--- src/rtl/mem_port_arbiter_if.sv ---
// Shared-RAM port bundle: flash loader, data port, fetch port and the RAM side.
// slave = arbiter view, master = requesters + RAM model view.
interface mem_port_if #(
  parameter int WIDTH  = 32,
  parameter int ADDR_W = 9
);
  logic              flash_en;
  logic [WIDTH-1:0]  flash_addr;
  logic [WIDTH-1:0]  flash_data;
  logic              if_req;
  logic [WIDTH-1:0]  if_addr;
  logic              if_valid;
  logic [WIDTH-1:0]  if_rdata;
  logic              dm_req;
  logic              dm_we;
  logic [WIDTH-1:0]  dm_addr;
  logic [WIDTH-1:0]  dm_wdata;
  logic              dm_valid;
  logic [WIDTH-1:0]  dm_rdata;
  logic              mem_en;
  logic              mem_we;
  logic [ADDR_W-1:0] mem_addr;
  logic [WIDTH-1:0]  mem_wdata;
  logic [WIDTH-1:0]  mem_rdata;

  modport slave (
    input  flash_en, flash_addr, flash_data,
    input  if_req, if_addr,
    output if_valid, if_rdata,
    input  dm_req, dm_we, dm_addr, dm_wdata,
    output dm_valid, dm_rdata,
    output mem_en, mem_we, mem_addr, mem_wdata,
    input  mem_rdata
  );

  modport master (
    output flash_en, flash_addr, flash_data,
    output if_req, if_addr,
    input  if_valid, if_rdata,
    output dm_req, dm_we, dm_addr, dm_wdata,
    input  dm_valid, dm_rdata,
    input  mem_en, mem_we, mem_addr, mem_wdata,
    output mem_rdata
  );
endinterface

--- src/rtl/mem_port_arbiter.sv ---
// Single-port RAM arbiter: flash has absolute priority, data/fetch alternate
// round-robin; one access per cycle, response returned the following cycle.
module mem_port_arbiter #(
  parameter int WIDTH  = 32,
  parameter int ADDR_W = 9
) (
  input  logic       clk,
  input  logic       rst,
  mem_port_if.slave  bus
);

  typedef enum logic [1:0] {TAG_NONE, TAG_DATA, TAG_FETCH} tag_e;
  typedef enum logic {LG_DATA, LG_FETCH} lg_e;

  tag_e             pend_q, pend_d;
  lg_e              last_q, last_d;
  logic [WIDTH-1:0] if_rdata_q, dm_rdata_q;

  logic             dm_ok, if_ok, gnt_dm, gnt_if;
  logic [WIDTH-1:0] sel_addr;
  logic             unused_addr_bits;

  // A requester whose response is returning this cycle is still holding req;
  // excluding it here keeps it from being granted twice.
  assign dm_ok = bus.dm_req && !rst && (pend_q != TAG_DATA);
  assign if_ok = bus.if_req && !rst && (pend_q != TAG_FETCH);

  always_comb begin
    gnt_dm = 1'b0;
    gnt_if = 1'b0;
    last_d = last_q;
    pend_d = TAG_NONE;
    if (!bus.flash_en) begin
      if (dm_ok && if_ok) begin
        gnt_dm = (last_q == LG_FETCH);
        gnt_if = (last_q == LG_DATA);
      end else begin
        gnt_dm = dm_ok;
        gnt_if = if_ok;
      end
    end
    if (gnt_dm) begin
      pend_d = TAG_DATA;
      last_d = LG_DATA;
    end else if (gnt_if) begin
      pend_d = TAG_FETCH;
      last_d = LG_FETCH;
    end
  end

  always_comb begin
    sel_addr = bus.if_addr;
    if (bus.flash_en)  sel_addr = bus.flash_addr;
    else if (gnt_dm)   sel_addr = bus.dm_addr;
  end

  assign bus.mem_en    = bus.flash_en | gnt_dm | gnt_if;
  assign bus.mem_we    = bus.flash_en | (gnt_dm & bus.dm_we);
  assign bus.mem_addr  = sel_addr[ADDR_W+1:2];
  assign bus.mem_wdata = bus.flash_en ? bus.flash_data : bus.dm_wdata;
  assign unused_addr_bits = ^{sel_addr[1:0], sel_addr[WIDTH-1:ADDR_W+2]};

  // Valid is gated by rst so a response in flight when reset hits is dropped.
  assign bus.if_valid = !rst && (pend_q == TAG_FETCH);
  assign bus.dm_valid = !rst && (pend_q == TAG_DATA);
  assign bus.if_rdata = bus.if_valid ? bus.mem_rdata : if_rdata_q;
  assign bus.dm_rdata = bus.dm_valid ? bus.mem_rdata : dm_rdata_q;

  always_ff @(posedge clk) begin
    if (rst) begin
      pend_q     <= TAG_NONE;
      last_q     <= LG_FETCH;
      if_rdata_q <= '0;
      dm_rdata_q <= '0;
    end else begin
      pend_q <= pend_d;
      last_q <= last_d;
      if (bus.if_valid) if_rdata_q <= bus.mem_rdata;
      if (bus.dm_valid) dm_rdata_q <= bus.mem_rdata;
    end
  end

endmodule

--- src/flat_wrapper.sv ---
// flat-port wrapper written by rule: the top's interface ports become plain ports
module mem_port_arbiter_flat 
#(
  parameter int WIDTH  = 32,
  parameter int ADDR_W = 9
)
  (clk, rst, bus_flash_en, bus_flash_addr, bus_flash_data, bus_if_req, bus_if_addr, bus_if_valid, bus_if_rdata, bus_dm_req, bus_dm_we, bus_dm_addr, bus_dm_wdata, bus_dm_valid, bus_dm_rdata, bus_mem_en, bus_mem_we, bus_mem_addr, bus_mem_wdata, bus_mem_rdata);
  mem_port_if #(.WIDTH(WIDTH), .ADDR_W(ADDR_W)) bus_i ();
  input  logic clk;
  input  logic rst;
  input wire logic [$bits(bus_i.flash_en)-1:0] bus_flash_en;
  input wire logic [$bits(bus_i.flash_addr)-1:0] bus_flash_addr;
  input wire logic [$bits(bus_i.flash_data)-1:0] bus_flash_data;
  input wire logic [$bits(bus_i.if_req)-1:0] bus_if_req;
  input wire logic [$bits(bus_i.if_addr)-1:0] bus_if_addr;
  output wire logic [$bits(bus_i.if_valid)-1:0] bus_if_valid;
  output wire logic [$bits(bus_i.if_rdata)-1:0] bus_if_rdata;
  input wire logic [$bits(bus_i.dm_req)-1:0] bus_dm_req;
  input wire logic [$bits(bus_i.dm_we)-1:0] bus_dm_we;
  input wire logic [$bits(bus_i.dm_addr)-1:0] bus_dm_addr;
  input wire logic [$bits(bus_i.dm_wdata)-1:0] bus_dm_wdata;
  output wire logic [$bits(bus_i.dm_valid)-1:0] bus_dm_valid;
  output wire logic [$bits(bus_i.dm_rdata)-1:0] bus_dm_rdata;
  output wire logic [$bits(bus_i.mem_en)-1:0] bus_mem_en;
  output wire logic [$bits(bus_i.mem_we)-1:0] bus_mem_we;
  output wire logic [$bits(bus_i.mem_addr)-1:0] bus_mem_addr;
  output wire logic [$bits(bus_i.mem_wdata)-1:0] bus_mem_wdata;
  input wire logic [$bits(bus_i.mem_rdata)-1:0] bus_mem_rdata;
  assign bus_i.flash_en = bus_flash_en;
  assign bus_i.flash_addr = bus_flash_addr;
  assign bus_i.flash_data = bus_flash_data;
  assign bus_i.if_req = bus_if_req;
  assign bus_i.if_addr = bus_if_addr;
  assign bus_if_valid = bus_i.if_valid;
  assign bus_if_rdata = bus_i.if_rdata;
  assign bus_i.dm_req = bus_dm_req;
  assign bus_i.dm_we = bus_dm_we;
  assign bus_i.dm_addr = bus_dm_addr;
  assign bus_i.dm_wdata = bus_dm_wdata;
  assign bus_dm_valid = bus_i.dm_valid;
  assign bus_dm_rdata = bus_i.dm_rdata;
  assign bus_mem_en = bus_i.mem_en;
  assign bus_mem_we = bus_i.mem_we;
  assign bus_mem_addr = bus_i.mem_addr;
  assign bus_mem_wdata = bus_i.mem_wdata;
  assign bus_i.mem_rdata = bus_mem_rdata;
  mem_port_arbiter #(.WIDTH(WIDTH), .ADDR_W(ADDR_W)) u_core (.clk(clk), .rst(rst), .bus(bus_i));
endmodule
--- config.mk ---
export PLATFORM = sky130hd
export DESIGN_NAME = mem_port_arbiter_flat
export DESIGN_NICKNAME = d
export VERILOG_FILES = /design/src/rtl/mem_port_arbiter_if.sv /design/src/rtl/mem_port_arbiter.sv /design/src/flat_wrapper.sv
export SDC_FILE = /design/constraint.sdc
export NUM_CORES = 1
export LEC_CHECK = 0
export CAP_MARGIN = 5
export CORE_AREA = 3 3 117 119
export DETAILED_ROUTE_END_ITERATION = 7
export DIE_AREA = 0 0 120 122
export PLACE_DENSITY = 0.81
export SLEW_MARGIN = 5
export SYNTH_ARGS = -nofsm -noshare
export SYNTH_HDL_FRONTEND = slang
export SYNTH_SLANG_ARGS = --single-unit
--- constraint.sdc ---
create_clock -name clk -period 1.7 [get_ports clk]
set_input_delay 0.255 -clock clk [delete_from_list [all_inputs] [get_ports clk]]
set_output_delay 0.255 -clock clk [all_outputs]
set_load 0.01 [all_outputs]
---- After elaboration in Yosys (flattened, before gate mapping) ----
Cells that the tools add are included.
operators by class
  equal/unequal tests ..................... 4
  mux-type cells .......................... 13
  bitwise operators ....................... 5
  reductions and logical operators ........ 10
operators with widths
  kind                                                                   number
  32-bit two-way mux                                                     3
  11-bit two-way mux                                                     2
  1-bit logical AND                                                      7
  1-bit two-way mux                                                      7
  1-bit bitwise OR                                                       3
  2-bit by 1-bit equality test with 1-bit output, second input constant  1
  2-bit equality test, second input constant                             1
  2-bit two-way mux                                                      1
  2-bit by 1-bit != test with 1-bit output, second input constant        1
  2-bit != test, second input constant                                   1
  2-bit nonzero test                                                     1
  2-bit OR reduction                                                     1
  1-bit AND                                                              1
  1-bit logical NOT                                                      1
  1-bit inverter                                                         1
word-level totals
  flip-flop bits (word level) ............. 67
  output and inout port bits .............. 109
  word-level logic and storage cells ...... 37

---- Longest topological paths before layout ----
  depth in word-level cells ............... 8
  mapped depth ............................ 6
  depth with buffers taken out ............ 4

---- Least setup slack after synthesis ----
OpenSTA, ideal clock, no wires.
  path type ............................... register -> output
  from .................................... reg u_core.pend_q[1]
  to ...................................... out bus_dm_rdata[22]
  arrival ................................. 1.293 ns
  required time ........................... 1.445 ns
  setup slack ............................. 0.152 ns
  stages on the path, launching flop included .. 6
  path buffers ............................ 2
  cell sequence ........................... dfxtp_1 nand2b_1 buf_2 nor2_4 buf_4 mux2_1
on the way
  cells in the longest elaborated chain, start to end .. 3
ends and longest elaborated chain
  element                                         line                    text
  from (decl)                                     mem_port_arbiter.sv:15  tag_e pend_q, pend_d;
  from (signal assigned)                          mem_port_arbiter.sv:76  pend_q <= pend_d;
  2-bit by 1-bit equality test with 1-bit output  mem_port_arbiter.sv:65  assign bus.dm_valid = !rst && (pend_q == TAG_DATA);
  1-bit logical AND                               mem_port_arbiter.sv:65
  net bus_dm_valid                                flat_wrapper.sv:22      output wire logic [$bits(bus_i.dm_valid)-1:0] bus_dm_valid;
  32-bit two-way mux                              mem_port_arbiter.sv:67  assign bus.dm_rdata = bus.dm_valid ? bus.mem_rdata : dm_rdata_q;
  to (decl)                                       flat_wrapper.sv:23      output wire logic [$bits(bus_i.dm_rdata)-1:0] bus_dm_rdata;
The timed path passes the listed nets, and every way through them passes these cells.

---- Final worst setup path ----
  from .................................... reg u_core.pend_q[0]
  to ...................................... out bus_mem_addr[0]
on the way
  cells in the longest elaborated chain, start to end .. 7
ends and longest elaborated chain
  element                                                                           line                                            text
  2-bit by 1-bit != test with 1-bit output / 2-bit != test (equally long branches)  mem_port_arbiter.sv:25, mem_port_arbiter.sv:26
  1-bit logical AND, on equally long branches                                       mem_port_arbiter.sv:25, mem_port_arbiter.sv:26
  1-bit logical AND                                                                 mem_port_arbiter.sv:34                          if (dm_ok && if_ok) begin
  1-bit two-way mux *                                                               mem_port_arbiter.sv:34
  1-bit two-way mux *                                                               mem_port_arbiter.sv:33                          if (!bus.flash_en) begin
  11-bit two-way mux *                                                              mem_port_arbiter.sv:54                          else if (gnt_dm) sel_addr = bus.dm_addr;
  11-bit two-way mux *                                                              mem_port_arbiter.sv:53                          if (bus.flash_en) sel_addr = bus.flash_addr;
  to (decl)                                                                         flat_wrapper.sv:26                              output wire logic [$bits(bus_i.mem_addr)-1:0] bus_mem_addr;
Every way passes the cells marked *; elsewhere a longest branch is shown, timed or not.

==> results.ini <==
[place]
place_inst=776
detailedPlacementHpwl_mm=10.58
routabilityCongestion=0.8678
portBuffers=237

[global_route]
global_route.usage.total_pct=20.21
grt_pass1_vias=4107
antenna_found_initial=0
grt_start_max_net_pins=57
overflow=0
grt_first_pass_wirelength_mm=22.97

[setup_path]
crit_path_frequent_cell=sky130_fd_sc_hd__buf_6
worstPathRequired_ns=1.44
timing.setup.critical_path_class=reg -> out
critical_path.endpoint_type=output port
reg2regPathDepth=7
critPathArrivalTime_ns=1.74
path_cells=nand2b_4, buf_6, buf_6, o21a_1, buf_6, buf_6, o21ai_2, a2bb2oi_1, buf_2
critical_path.startpoint_type=flip-flop
slowest_stage_delay_on_critical_path_ns=0.33
critical_path.slowest_cell=sky130_fd_sc_hd__dfxtp_2
critPathMaxFanout=6

[synthesis]
post_synthesis_instance_area_um2=3695
synth.avg_cell_area_um2=9.959
synthesis.nets=569
postSynthRegisterBits=67
synth.cells.most_frequent=67 x sky130_fd_sc_hd__dfxtp_1, 65 x sky130_fd_sc_hd__nand2_1, 34 x sky130_fd_sc_hd__mux2_2
cell_types_occupying_the_most_area_after_synthesis=sky130_fd_sc_hd__dfxtp_1 36%, sky130_fd_sc_hd__mux2_4 12%, sky130_fd_sc_hd__mux2_2 10%
ys_dominant_reg_cell=sky130_fd_sc_hd__dfxtp_1
synth_enable_flop_cells=0
gate_count_after_technology_mapping=371
yosysTopAreaCell=sky130_fd_sc_hd__dfxtp_1
synth_async_sr_flop_share_pct=0
ys_types=30
seq_area_frac_synth_pct=36.30
yosys_warnings=0
synthMostInstantiatedCell=sky130_fd_sc_hd__dfxtp_1
netlist.area_leader.share_pct=36.30

[min_path]
hold-path-cell-count=2
hold_path_class=in -> reg

[detailed_routing]
postRouteAntennaNets=0
dr_wl_met2_mm=8.159
routed-via-count=3810
routed_wl_mm=15.30
route.top_layer_used=met4
detailedRoute.firstIterationViolations=207
wl_met1_mm=5.580
routedWlPerCell_um=18.80
drt_pre_antenna_iters=6
route.met3.wl_mm=1.131
number_of_design_rule_violations_left_after_detail_routing=0
detail_route.vias_per_cell=4.681

[final_layout]
layout.nets=835
areaGrowthSynthToFinish_pct=97.83
drive_gt1_share_pct=41.74
antenna_cells_inserted=0
fin_cells=814

[clock_network]
clock_path_buffers=2
clock_tree.htree_level_count=3
clk-insertion-delay-late_ns=0.32
clk_transition_reported_paths_ns=0.06
cts.hold.buffers_added=0
clock_sinks=67
number_of_buffers_inserted_during_clock_tree_synthesis=9
cts_tree=yes
root_buffer=sky130_fd_sc_hd__clkbuf_16

[power]
power.share.clock_pct=42.0
power_per_cell_area_nw_per_um2=672.5
power.share.combinational_pct=24.8
max_vdd_drop_mv=0.4849
power.switching_fraction_pct=24.26
part_of_the_power_in_registers_pct=33.2
p_leak_nw=3.100
cell_internal_pwr_mw=3.723
power.net_switching_mw=1.192

[timing]
timing_max_transition_violations_final=0
transition_time_of_the_tightest_slew_check_pin_ns=0.5389
fmax_ghz=0.5011
setup_violations=75
final_cycle_utilization_of_the_critical_path_pct=117.4
worst_slew_margin_rel_pct=64.07
finalHoldViolations=0
worst_slack_ns=-0.2955
setup_repair_after_global_routing_missed_its_margin=yes
post-route-min-period_ns=1.995
fin_worst_skew_ns=0.006592
tns_ns=-16.59

[floorplanning]
dieArea_um2=14640
top_level_ports=307
floorplan.initialDensity_pct=29.16
floorplan.die.width_um=120
num_rows=41
die_h_um=122
core_area_um2=12670

[job]
cap_viol_max_count=0

[run_status]
violations=negative setup slack
outcome=complete, but fails checks

## sequential cells by signal (all words and copies together), names as in the netlist
signal and flops:
u_core.last_q 1, u_core.dm_rdata_q 32, u_core.pend_q 2, u_core.if_rdata_q 32
## power by group through the flow
stage,clock (mW),sequential (mW),combinational [mW]
after detailed placement,0,1.66,1.11
final,2.06,1.63,1.22
after global routing,2.18,1.63,1.29
after global placement,0,1.66,1.10
after floorplan,0,1.66,0.407
after CTS,2.10,1.63,1.20
## critical path: cells and delay by family, from the launching register on
kind | cells | cell delay [ns]
buffers and inverters | 5 | 0.60
DFF | 1 | 0.33
and+or+nand+nor | 1 | 0.16
AOI/OAI and AO/OA | 3 | 0.32
## placed cells by master (no fill, tap or decap), drive strengths merged, types with 2 or more instances in the layout
master	Yosys	final
o21ai	10	10
nor2	3	3
dlygate4sd2	0	25
nand2b	3	3
a2bb2oi	9	9
buf	16	128
nand3	2	2
clkdlybuf4s50	0	131
bufinv	0	2
inv	1	2
a31oi	10	10
dfxtp	67	67
clkbuf	15	11
nand2	65	65
and2b	29	29
clkinvlp	0	2
mux2	96	96
nor2b	6	6
a21oi	33	33
dlymetal6s2s	0	2
## stage by stage
step / setup WS, ns / area (um2) / hold WS, ns / utilization, % / power [mW]
after floorplan: 0.1523 / 3695 / 0.3682 / - / 2.064
after global placement: -0.6145 / 6326 / 0.4371 / 49.93 / 2.757
after detailed placement: -0.6325 / 6326 / 0.4436 / 49.93 / 2.773
after CTS: -0.3765 / 7213 / 0.3187 / 56.93 / 4.924
after global routing: -0.3664 / 7310 / 0.3149 / 57.69 / 5.106
final: -0.2955 / 7310 / 0.3211 / 57.69 / 4.916
## per-layer routing
layer	track usage, %	vias to the layer above
met5	0	-
met4	7.015	0
met3	5.432	20
met2	38.29	184
met1	21.53	1774
li1	-	1832
## kinds of logic (layout without fill, tap and decap cells)
| group | count (synthesis) | after routing | share of synthesized area (%) |
|---|---|---|---|
| buffers and inverters | 32 | 303 | 5.283 |
| AO/OA/AOI/OAI | 66 | 66 | 10.60 |
| AND/OR/NAND/NOR | 110 | 110 | 15.61 |
| multiplexers | 96 | 96 | 32.20 |
| flip-flops | 67 | 67 | 36.30 |
## worst paths after layout
path,slack [ns],endpoint,from
worst max-delay path,-0.30,bus_mem_addr[0],u_core.pend_q[0]
worst min-delay path,0.32,u_core.pend_q[1],bus_dm_req
worst max register to register,0.10,u_core.if_rdata_q[29],u_core.pend_q[0]
worst min register to register,0.46,u_core.dm_rdata_q[2],u_core.dm_rdata_q[2]
## area by class of cell
class / count / area [um2]
well taps: 172 / 215.2
fillers: 1055 / 5361
repair buffers: 286 / 2963
inverters: 1 / 3.754
clock inverters: 5 / 83.83
clock buffers: 11 / 252.7
multi-input cells: 272 / 2445
flip-flops and latches: 67 / 1346
## timing repair
| action | CTS | global route |
|---|---|---|
| gates resized for setup | 466 | 45 |
| cloned | 5 | 0 |
| hold endpoints to repair | 0 | 0 |
| buffers inserted | 26 | 3 |
| endpoints found under the setup margin | 105 | 77 |
| pin swaps | 10 | 9 |
Power figures use the tool's default switching activity.
